<file path="src/rtl/dmem_pkg.sv">
// Shared encodings for the data-memory controller: RISC-V MemOP codes, FSM states,
// byte-enable constants and the access-fault / store-lane helpers.
package dmem_pkg;

  localparam logic [2:0] MEMOP_B  = 3'b000;
  localparam logic [2:0] MEMOP_H  = 3'b001;
  localparam logic [2:0] MEMOP_W  = 3'b010;
  localparam logic [2:0] MEMOP_BU = 3'b100;
  localparam logic [2:0] MEMOP_HU = 3'b101;

  typedef enum logic [1:0] {
    IDLE = 2'd0,
    REQ  = 2'd1,
    DONE = 2'd2
  } state_t;

  localparam logic [3:0] BE_NONE = 4'b0000;
  localparam logic [3:0] BE_BYTE = 4'b0001;
  localparam logic [3:0] BE_HALF = 4'b0011;
  localparam logic [3:0] BE_WORD = 4'b1111;

  // Misaligned H/W, reserved MemOP codes, and unsigned stores are all access faults.
  function automatic logic is_fault(input logic we, input logic [2:0] memop,
                                    input logic [1:0] addr_lo);
    logic f;
    case (memop)
      MEMOP_B:  f = 1'b0;
      MEMOP_BU: f = we;
      MEMOP_H:  f = addr_lo[0];
      MEMOP_HU: f = addr_lo[0] | we;
      MEMOP_W:  f = |addr_lo;
      default:  f = 1'b1;
    endcase
    return f;
  endfunction

  function automatic logic [3:0] store_be(input logic [1:0] size, input logic [1:0] addr_lo);
    logic [3:0] be;
    case (size)
      2'b00:   be = BE_BYTE << addr_lo;
      2'b01:   be = BE_HALF << addr_lo;
      default: be = BE_WORD;
    endcase
    return be;
  endfunction

  // Replicate the store data across lanes so the byte enables alone pick the target bytes.
  function automatic logic [31:0] store_lanes(input logic [1:0] size, input logic [31:0] data);
    logic [31:0] lanes;
    case (size)
      2'b00:   lanes = {4{data[7:0]}};
      2'b01:   lanes = {2{data[15:0]}};
      default: lanes = data;
    endcase
    return lanes;
  endfunction

endpackage

</file>
<file path="src/rtl/dmem_load_align.sv">
// Load-data extraction: selects the addressed byte/half lane of a bus word and
// sign- or zero-extends it according to the RISC-V MemOP.
module dmem_load_align
  import dmem_pkg::*;
(
  input  logic [31:0] word,
  input  logic [1:0]  addr_lo,
  input  logic [2:0]  memop,
  output logic [31:0] data
);

  logic [7:0]  byte_sel;
  logic [15:0] half_sel;

  always_comb begin
    case (addr_lo)
      2'd0:    byte_sel = word[7:0];
      2'd1:    byte_sel = word[15:8];
      2'd2:    byte_sel = word[23:16];
      default: byte_sel = word[31:24];
    endcase
  end

  // Halfword faults guarantee addr_lo[0]==0, so only addr_lo[1] picks the half.
  assign half_sel = addr_lo[1] ? word[31:16] : word[15:0];

  always_comb begin
    case (memop)
      MEMOP_B:  data = {{24{byte_sel[7]}}, byte_sel};
      MEMOP_BU: data = {24'h0, byte_sel};
      MEMOP_H:  data = {{16{half_sel[15]}}, half_sel};
      MEMOP_HU: data = {16'h0, half_sel};
      default:  data = word;
    endcase
  end

endmodule

</file>
<file path="src/rtl/dmem_ctrl.sv">
// Data-memory controller between the single-cycle core's memory stage and a req/ack bus.
// Optional bus timeout abort is enabled by defining DMEM_TIMEOUT_EN.
module dmem_ctrl
  import dmem_pkg::*;
#(
  parameter int TIMEOUT_CYCLES = 255,
  parameter int CNT_W          = 8
) (
  input  logic        clk,
  input  logic        rst,
  input  logic        cpu_req,
  input  logic        cpu_we,
  input  logic [2:0]  cpu_memop,
  input  logic [31:0] cpu_addr,
  input  logic [31:0] cpu_wdata,
  output logic [31:0] cpu_rdata,
  output logic        cpu_stall,
  output logic        cpu_err,
  output logic        bus_req,
  output logic        bus_we,
  output logic [31:0] bus_addr,
  output logic [3:0]  bus_be,
  output logic [31:0] bus_wdata,
  input  logic [31:0] bus_rdata,
  input  logic        bus_ack
);

  state_t      state_q, state_d;
  logic        fault;
  logic        accept;
  logic [1:0]  addr_lo_q;
  logic [2:0]  memop_q;
  logic [31:0] load_data;
  logic        timeout_hit;
  logic        timeout_q;

  assign fault  = is_fault(cpu_we, cpu_memop, cpu_addr[1:0]);
  assign accept = (state_q == IDLE) && cpu_req && !fault;

  dmem_load_align u_load_align (
    .word    (bus_rdata),
    .addr_lo (addr_lo_q),
    .memop   (memop_q),
    .data    (load_data)
  );

`ifdef DMEM_TIMEOUT_EN
  logic [CNT_W-1:0] cnt_q;

  // The final waiting cycle aborts only if the ack has not arrived in that same cycle.
  assign timeout_hit = (state_q == REQ) && !bus_ack &&
                       (cnt_q == CNT_W'(TIMEOUT_CYCLES - 1));

  always_ff @(posedge clk or negedge rst) begin
    if (!rst) begin
      cnt_q     <= '0;
      timeout_q <= 1'b0;
    end else begin
      timeout_q <= timeout_hit;
      if (accept) begin
        cnt_q <= '0;
      end else if (state_q == REQ && !bus_ack) begin
        cnt_q <= cnt_q + 1'b1;
      end
    end
  end
`else
  logic unused_cfg;

  assign timeout_hit = 1'b0;
  assign timeout_q   = 1'b0;
  assign unused_cfg  = (TIMEOUT_CYCLES > CNT_W);
`endif

  always_ff @(posedge clk or negedge rst) begin
    if (!rst) state_q <= IDLE;
    else      state_q <= state_d;
  end

  // NOTE: every output of this block gets a default first so no path infers a latch.
  always_comb begin
    state_d   = state_q;
    cpu_stall = 1'b0;
    cpu_err   = 1'b0;
    case (state_q)
      IDLE: begin
        if (cpu_req) begin
          if (fault) begin
            cpu_err = 1'b1;
          end else begin
            cpu_stall = 1'b1;
            state_d   = REQ;
          end
        end
      end
      REQ: begin
        cpu_stall = 1'b1;
        if (bus_ack || timeout_hit) state_d = DONE;
      end
      DONE: begin
        cpu_err = timeout_q;
        state_d = IDLE;
      end
      default: state_d = IDLE;
    endcase
  end

  assign bus_req = (state_q == REQ);

  // NOTE: state registers use non-blocking assignments so all flops update together at the edge.
  always_ff @(posedge clk or negedge rst) begin
    if (!rst) begin
      bus_we    <= 1'b0;
      bus_addr  <= '0;
      bus_be    <= BE_NONE;
      bus_wdata <= '0;
      addr_lo_q <= '0;
      memop_q   <= MEMOP_W;
    end else if (accept) begin
      bus_we    <= cpu_we;
      bus_addr  <= {cpu_addr[31:2], 2'b00};
      bus_be    <= cpu_we ? store_be(cpu_memop[1:0], cpu_addr[1:0]) : BE_WORD;
      bus_wdata <= cpu_we ? store_lanes(cpu_memop[1:0], cpu_wdata) : '0;
      addr_lo_q <= cpu_addr[1:0];
      memop_q   <= cpu_memop;
    end
  end

  // Load data is captured only on a completing load; stores and faults leave it untouched.
  always_ff @(posedge clk or negedge rst) begin
    if (!rst) begin
      cpu_rdata <= '0;
    end else if (state_q == REQ && !bus_we) begin
      if (bus_ack)          cpu_rdata <= load_data;
      else if (timeout_hit) cpu_rdata <= '0;
    end
  end

endmodule

</file>
<file path="config.mk">
export PLATFORM = sky130hd
export DESIGN_NAME = dmem_ctrl
export DESIGN_NICKNAME = d
export VERILOG_FILES = /design/src/rtl/dmem_pkg.sv /design/src/rtl/dmem_load_align.sv /design/src/rtl/dmem_ctrl.sv
export SDC_FILE = /design/constraint.sdc
export NUM_CORES = 1
export LEC_CHECK = 0
export ABC_AREA = 0
export CORE_ASPECT_RATIO = 1.25
export CORE_MARGIN = 1.5
export CORE_UTILIZATION = 35
export CTS_CLUSTER_DIAMETER = 100
export DETAILED_ROUTE_END_ITERATION = 12
export GPL_TIMING_DRIVEN = 0
export PLACE_DENSITY = 0.68
export SLEW_MARGIN = 20
export SYNTH_ARGS = -nofsm -noshare
export SYNTH_HDL_FRONTEND = slang
export SYNTH_SLANG_ARGS = --single-unit
</file>
<file path="constraint.sdc">
create_clock -name clk -period 1.85 [get_ports clk]
set_input_delay 0.185 -clock clk [delete_from_list [all_inputs] [get_ports clk]]
set_output_delay 0.185 -clock clk [all_outputs]
set_load 0.005 [all_outputs]
</file>
* After elaboration in Yosys (flattened, before gate mapping) *
Cells that the tools add are included.

operators by class
  bitwise logic cells = 1
  mux-type cells = 18
  eq/ne operators = 14
  reductions and logical operators = 13
  shift-type cells = 2

operators by type and width
  kind                                             number
  one-hot mux 32 bit (4 select lines)              1
  one-hot mux 32 bit (2 select lines)              1
  2-to-1 mux 32 bit                                1
  one-hot mux 8 bit (3 select lines)               1
  2-to-1 mux 16 bit                                1
  == test 3 bit, second input constant             4
  one-hot mux 4 bit (2 select lines)               1
  == test 2 x 1 -> 1 bit, second input constant    3
  == test 3 x 1 -> 1 bit, second input constant    2
  logical NOT 2 bit                                3
  logical NOT 3 bit                                2
  2-to-1 mux 2 bit                                 3
  2-to-1 mux 1 bit                                 5
  one-hot mux 1 bit (5 select lines)               1
  2-to-1 mux 4 bit                                 1
  != test 2 bit, second input constant             2
  one-hot mux 2 bit (2 select lines)               1
  left shift 1 x 2 -> 4 bit, first input constant  1
  left shift 2 x 2 -> 4 bit, first input constant  1
  == test 3 x 2 -> 1 bit, second input constant    1
  logical AND 1 bit                                3
  AND reduction 3 bit                              1
  == test 2 bit, second input constant             1
  logical NOT 1 bit                                2
  other kinds (5)                                  5

word-level totals
  bits of input ports = 104
  register bits = 106
  logic and storage cells = 56
  output and inout bits = 104

* Depth between registers and ports, before layout *
  depth after elaboration = 5
  depth in mapped cells = 8
  gate-level depth less buffers = 5

* By module *
A second synthesis with hierarchy kept.

second synthesis, totals
  cells, all modules = 477
  area, all modules = 5,755.5 um^2

modules (own cells, without submodules)
  module           seq. area each (um^2)  cells each  area each (um^2)  instances
  dmem_ctrl        2,653.8                344         4,785.8           1
  dmem_load_align  0.0                    133         969.7             1

* Worst setup path after synthesis *
Ideal clock, no wire load.

  kind = flip-flop to flip-flop
  start point = register bus_we
  end point = register cpu_rdata[16]
  path slack = 0.119 ns
  arrival time = 1.661 ns
  data required time = 1.781 ns
  clock period less this slack = 1.731 ns
  buffers on the path = 3
  setup time = 0.069 ns
  stages on the path, launching flop included = 8
  cells stage by stage = dfrtp_1 -> and4bb_2 -> buf_4 -> nand2b_1 -> buf_2 -> a2111o_1 -> buf_2 -> nand3_1

on the way
  longest elaborated chain between the ends = 3

RTL lines
  element                        line              RTL
  start: declaration             dmem_ctrl.sv:20   output logic bus_we,
  start signal: assignment       dmem_ctrl.sv:120  bus_we <= cpu_we;
  logical NOT 1 bit              dmem_ctrl.sv:133  end else if (state_q == REQ && !bus_we) begin
  logical AND 1 bit              dmem_ctrl.sv:133
  AND reduction 2 bit (no line)  -
  end signal: assignment         dmem_ctrl.sv:134  if (bus_ack) cpu_rdata <= load_data;
  end: declaration               dmem_ctrl.sv:16   output logic [31:0] cpu_rdata,

No other way between the ends.
A chain may end at the register's enable or synchronous reset.

* Final worst setup path *
  start point = register state_q[1]
  end point = output port cpu_stall

on the way
  longest elaborated chain between the ends = 2
  elaborated cells between the ends (all ways) = 3
  classes of those cells = eq/ne: 1; mux: 1; reduce/logical: 1

RTL lines
  element                                                             line             RTL
  start: declaration                                                  dmem_ctrl.sv:28  state_t state_q, state_d;
  start signal: assignment                                            dmem_ctrl.sv:77  else state_q <= state_d;
  == test 2 x 1 -> 1 bit / logical NOT 2 bit (equally long branches)  dmem_ctrl.sv:85  case (state_q)
  one-hot mux 1 bit (2 select lines) *                                dmem_ctrl.sv:85
  end: declaration                                                    dmem_ctrl.sv:17  output logic cpu_stall,

Every way passes the cells marked *; elsewhere a longest branch is shown, timed or not.

==> impl_metrics.env <==
export IMPL_start_util=0.355
export IMPL_setup_tns_ns=0
export IMPL_synth_main_ff_cell="dfrtp_1"
export IMPL_critical_path_arrival_ns=1.66
export IMPL_cp_num_buf_inv=2
export IMPL_synth_cell_types=38
export IMPL_p_int_mw=5.99
export IMPL_worstSetupPathType="register to output pin"
export IMPL_grt_pass1_vias=4881
export IMPL_synthesis_instances=567
export IMPL_cts_sinks=106
export IMPL_cts_tree="built"
export IMPL_hold_slack_ns=0.224
export IMPL_pwr_share_seq=0.400
export IMPL_clk_pin_slew_worst_paths_ns=0.07
export IMPL_yosysMostFrequentCell="nand2_1"
export IMPL_synth_area_leaders="dfrtp_1 (52%), nand2_1 (16%), mux2_2 (6.4%)"
export IMPL_ir_worst_vdd_v=0.000616
export IMPL_syn_area_sq_um=5070
export IMPL_post_synth_top_area_cell="dfrtp_1"
export IMPL_post_route_min_period_ns=1.84
export IMPL_num_io_pins=208
export IMPL_ff2ff_path_depth=7
export IMPL_critPathCaptureType="output pin"
export IMPL_clk_latency_ns=0.35
export IMPL_fin_nets=891
export IMPL_viasPerCell=5.02
export IMPL_fin_crit_sh=0.996
export IMPL_wl_per_cell_um=16.8
export IMPL_drt_total_wl_mm=16.3
export IMPL_die_x_um=111
export IMPL_drt_iter0_markers=226
export IMPL_drc=0
export IMPL_crit_path_top_delay_cell="or3b_4"
export IMPL_grt_max_degree=81
export IMPL_hpwl_mm=12.5
export IMPL_port_buffers=202
export IMPL_vias=4867
export IMPL_place_congestion=0.872
export IMPL_antenna_cells=0
export IMPL_crit_cells=5
export IMPL_yosys_area_top_type_share=0.518
export IMPL_p_leak_nw=3.54
export IMPL_grt_pass1_wl_mm=25.4
export IMPL_status="complete, no violations"
export IMPL_cts_buffers=9
export IMPL_htreeDepth=3
export IMPL_finalSetupViolCount=0
export IMPL_max_freq_mhz=543
export IMPL_globalRouteOverflowTotal=0
export IMPL_critical_path_max_stage_delay_ns=0.42
export IMPL_track_usage=0.212
export IMPL_cap_violations=0
export IMPL_p_sw_mw=2.69
export IMPL_skew_ns=0.00989
export IMPL_fp_coreArea_sq_um=14300
export IMPL_fp_dieArea_sq_um=15200
export IMPL_worst_pin_slew_ns=0.647
export IMPL_rsz0062_at_grt="yes"
export IMPL_power_density_nw_per_um2=1120
export IMPL_worstPathMaxFanout=8
export IMPL_p_sw_frac=0.310
export IMPL_holdPathStages=3
export IMPL_ys_warn_count=0
export IMPL_num_rows=49
export IMPL_die_h_um=138
export IMPL_antenna_found_initial=0
export IMPL_clkPwrFrac=0.215
export IMPL_critPathRequiredTime_ns=1.66
export IMPL_critPathTopFamily="simple AND/OR/NAND/NOR gates"
export IMPL_drtAntennaViolNets=0
export IMPL_synth_edf_count=0
export IMPL_area_delta_synth_final_pct=52.3
export IMPL_path_cells="or3b_4 > a21o_4 > buf_12 > nand2_2 > buf_2"
export IMPL_synth_seq_cells=106
export IMPL_clock_path_buffers=2
export IMPL_synth_seq_area_share=0.523
export IMPL_syn_avg_cell_area_sq_um=8.95
export IMPL_hold_viol_final=0
export IMPL_cts_root_buf="clkbuf_16"
export IMPL_worstSetupStartpointType="register"
export IMPL_hold_path_class="input port to register"
export IMPL_synthTopCellsByCount="nand2_1 (211), dfrtp_1 (105), nand3_1 (56)"
export IMPL_drive_above_1_share=0.116
export IMPL_synthArstFlopShare=1.00
export IMPL_slew_viol_final=0
export IMPL_pwr_share_comb=0.385
export IMPL_firstDrtPassIters=4
export IMPL_relSlewSlack=0.567
## worst reg2reg max path: stages (launching register included)
cell and delay [ns]:
dfrtp_1 0.40, or3b_4 0.42, buf_4 0.15, a21oi_2 0.23
buf_6 0.20, buf_4 0.18, nand2_1 0.07, nand2_1 0.06
## metrics by stage
| stage | total power [mW] | util | area [sq um] | setup slack [ns] | instances |
|---|---|---|---|---|---|
| floorplan | 4.69 | - | 5080 | 0.119 | 568 |
| global placement | 6.75 | 0.513 | 7320 | -3.43 | 948 |
| detailed placement | 6.84 | 0.515 | 7350 | -0.749 | 949 |
| CTS | 8.75 | 0.536 | 7660 | -0.0210 | 966 |
| global route | 9.23 | 0.541 | 7720 | -0.0537 | 970 |
| finish | 8.68 | 0.541 | 7720 | 0.00825 | 970 |
## path summary, 6_finish.rpt
| path | start | end | slack, ns |
|---|---|---|---|
| worst max-delay path | state_q[1] | cpu_stall | 0.008 |
| worst min-delay path | cpu_memop[2] | memop_q[2] | 0.22 |
| worst max register to register | state_q[1] | bus_addr[18] | 0.08 |
| worst min register to register | bus_wdata[22] | bus_wdata[22] | 0.47 |
| max in group asynchronous | rst | memop_q[1] | 0.89 |
| min in group asynchronous | rst | cpu_rdata[29] | 0.27 |
## state kept, by name, indices dropped and copies added (netlist names)
signal	cells
state_q	2
bus_be	4
bus_wdata	32
bus_we	1
cpu_rdata	32
addr_lo_q	2
memop_q	3
bus_addr	30
## timing repair
item                                   CTS  global route
resized for setup                       15            13
pin swaps                                4             1
gates cloned                             0             1
setup endpoints to repair               21            37
hold buffers                             1             0
endpoints found under the hold margin   26             0
setup buffers                            3             3
## kinds of logic after synthesis
family	share of synthesized area
and+or+nand+nor	0.258
DFF	0.523
AOI/OAI and AO/OA	0.0772
buffers and inverters	0.0508
muxes	0.0905
other	0.000739
## area by class of cell
class / count / area (sq um)
Tap cell: 178 / 223
Inverter: 6 / 22.5
Sequential cell: 106 / 2650
Multi-Input combinational cell: 412 / 2190
Clock buffer: 9 / 225
Timing Repair Buffer: 211 / 2120
Fill cell: 1361 / 6560
Clock inverter: 7 / 65.1
Buffer: 41 / 233
## layout by cell type, fill, tap and decap left out, types with 2 or more instances in the layout
cell type,n
a21oi_1,18
a21oi_2,2
a31oi_1,3
buf_2,14
buf_4,12
buf_6,4
clkbuf_1,16
clkbuf_16,10
clkbuf_2,2
clkdlybuf4s50_1,196
clkinvlp_4,2
conb_1,2
dfrtp_1,105
dlygate4sd2_1,3
inv_1,6
mux2_2,29
mux2i_1,11
nand2_1,210
nand2b_1,5
nand3_1,56
nand3b_1,9
nor2_1,10
nor2b_1,2
nor3_1,2
nor3b_1,5
o21ai_0,26
o221a_2,2
o221ai_1,5
## power groups by stage
stage                     registers [mW]  clock network [mW]  logic [mW]
final                               3.47                1.87        3.34
after global routing                3.57                2.01        3.65
after CTS                           3.47                1.93        3.35
after detailed placement            3.51                   0        3.33
after global placement              3.49                   0        3.26
after floorplan                     3.53                   0        1.16
## routing by layer
layer / vias up / GRT usage / wire, um
met5: - / 0 / 0
met4: 0 / 0.0912 / 365
met3: 29 / 0.0550 / 981
met2: 183 / 0.369 / 8310
met1: 2332 / 0.250 / 6620
li1: 2323 / - / -
(Power assumes the default switching activity.)
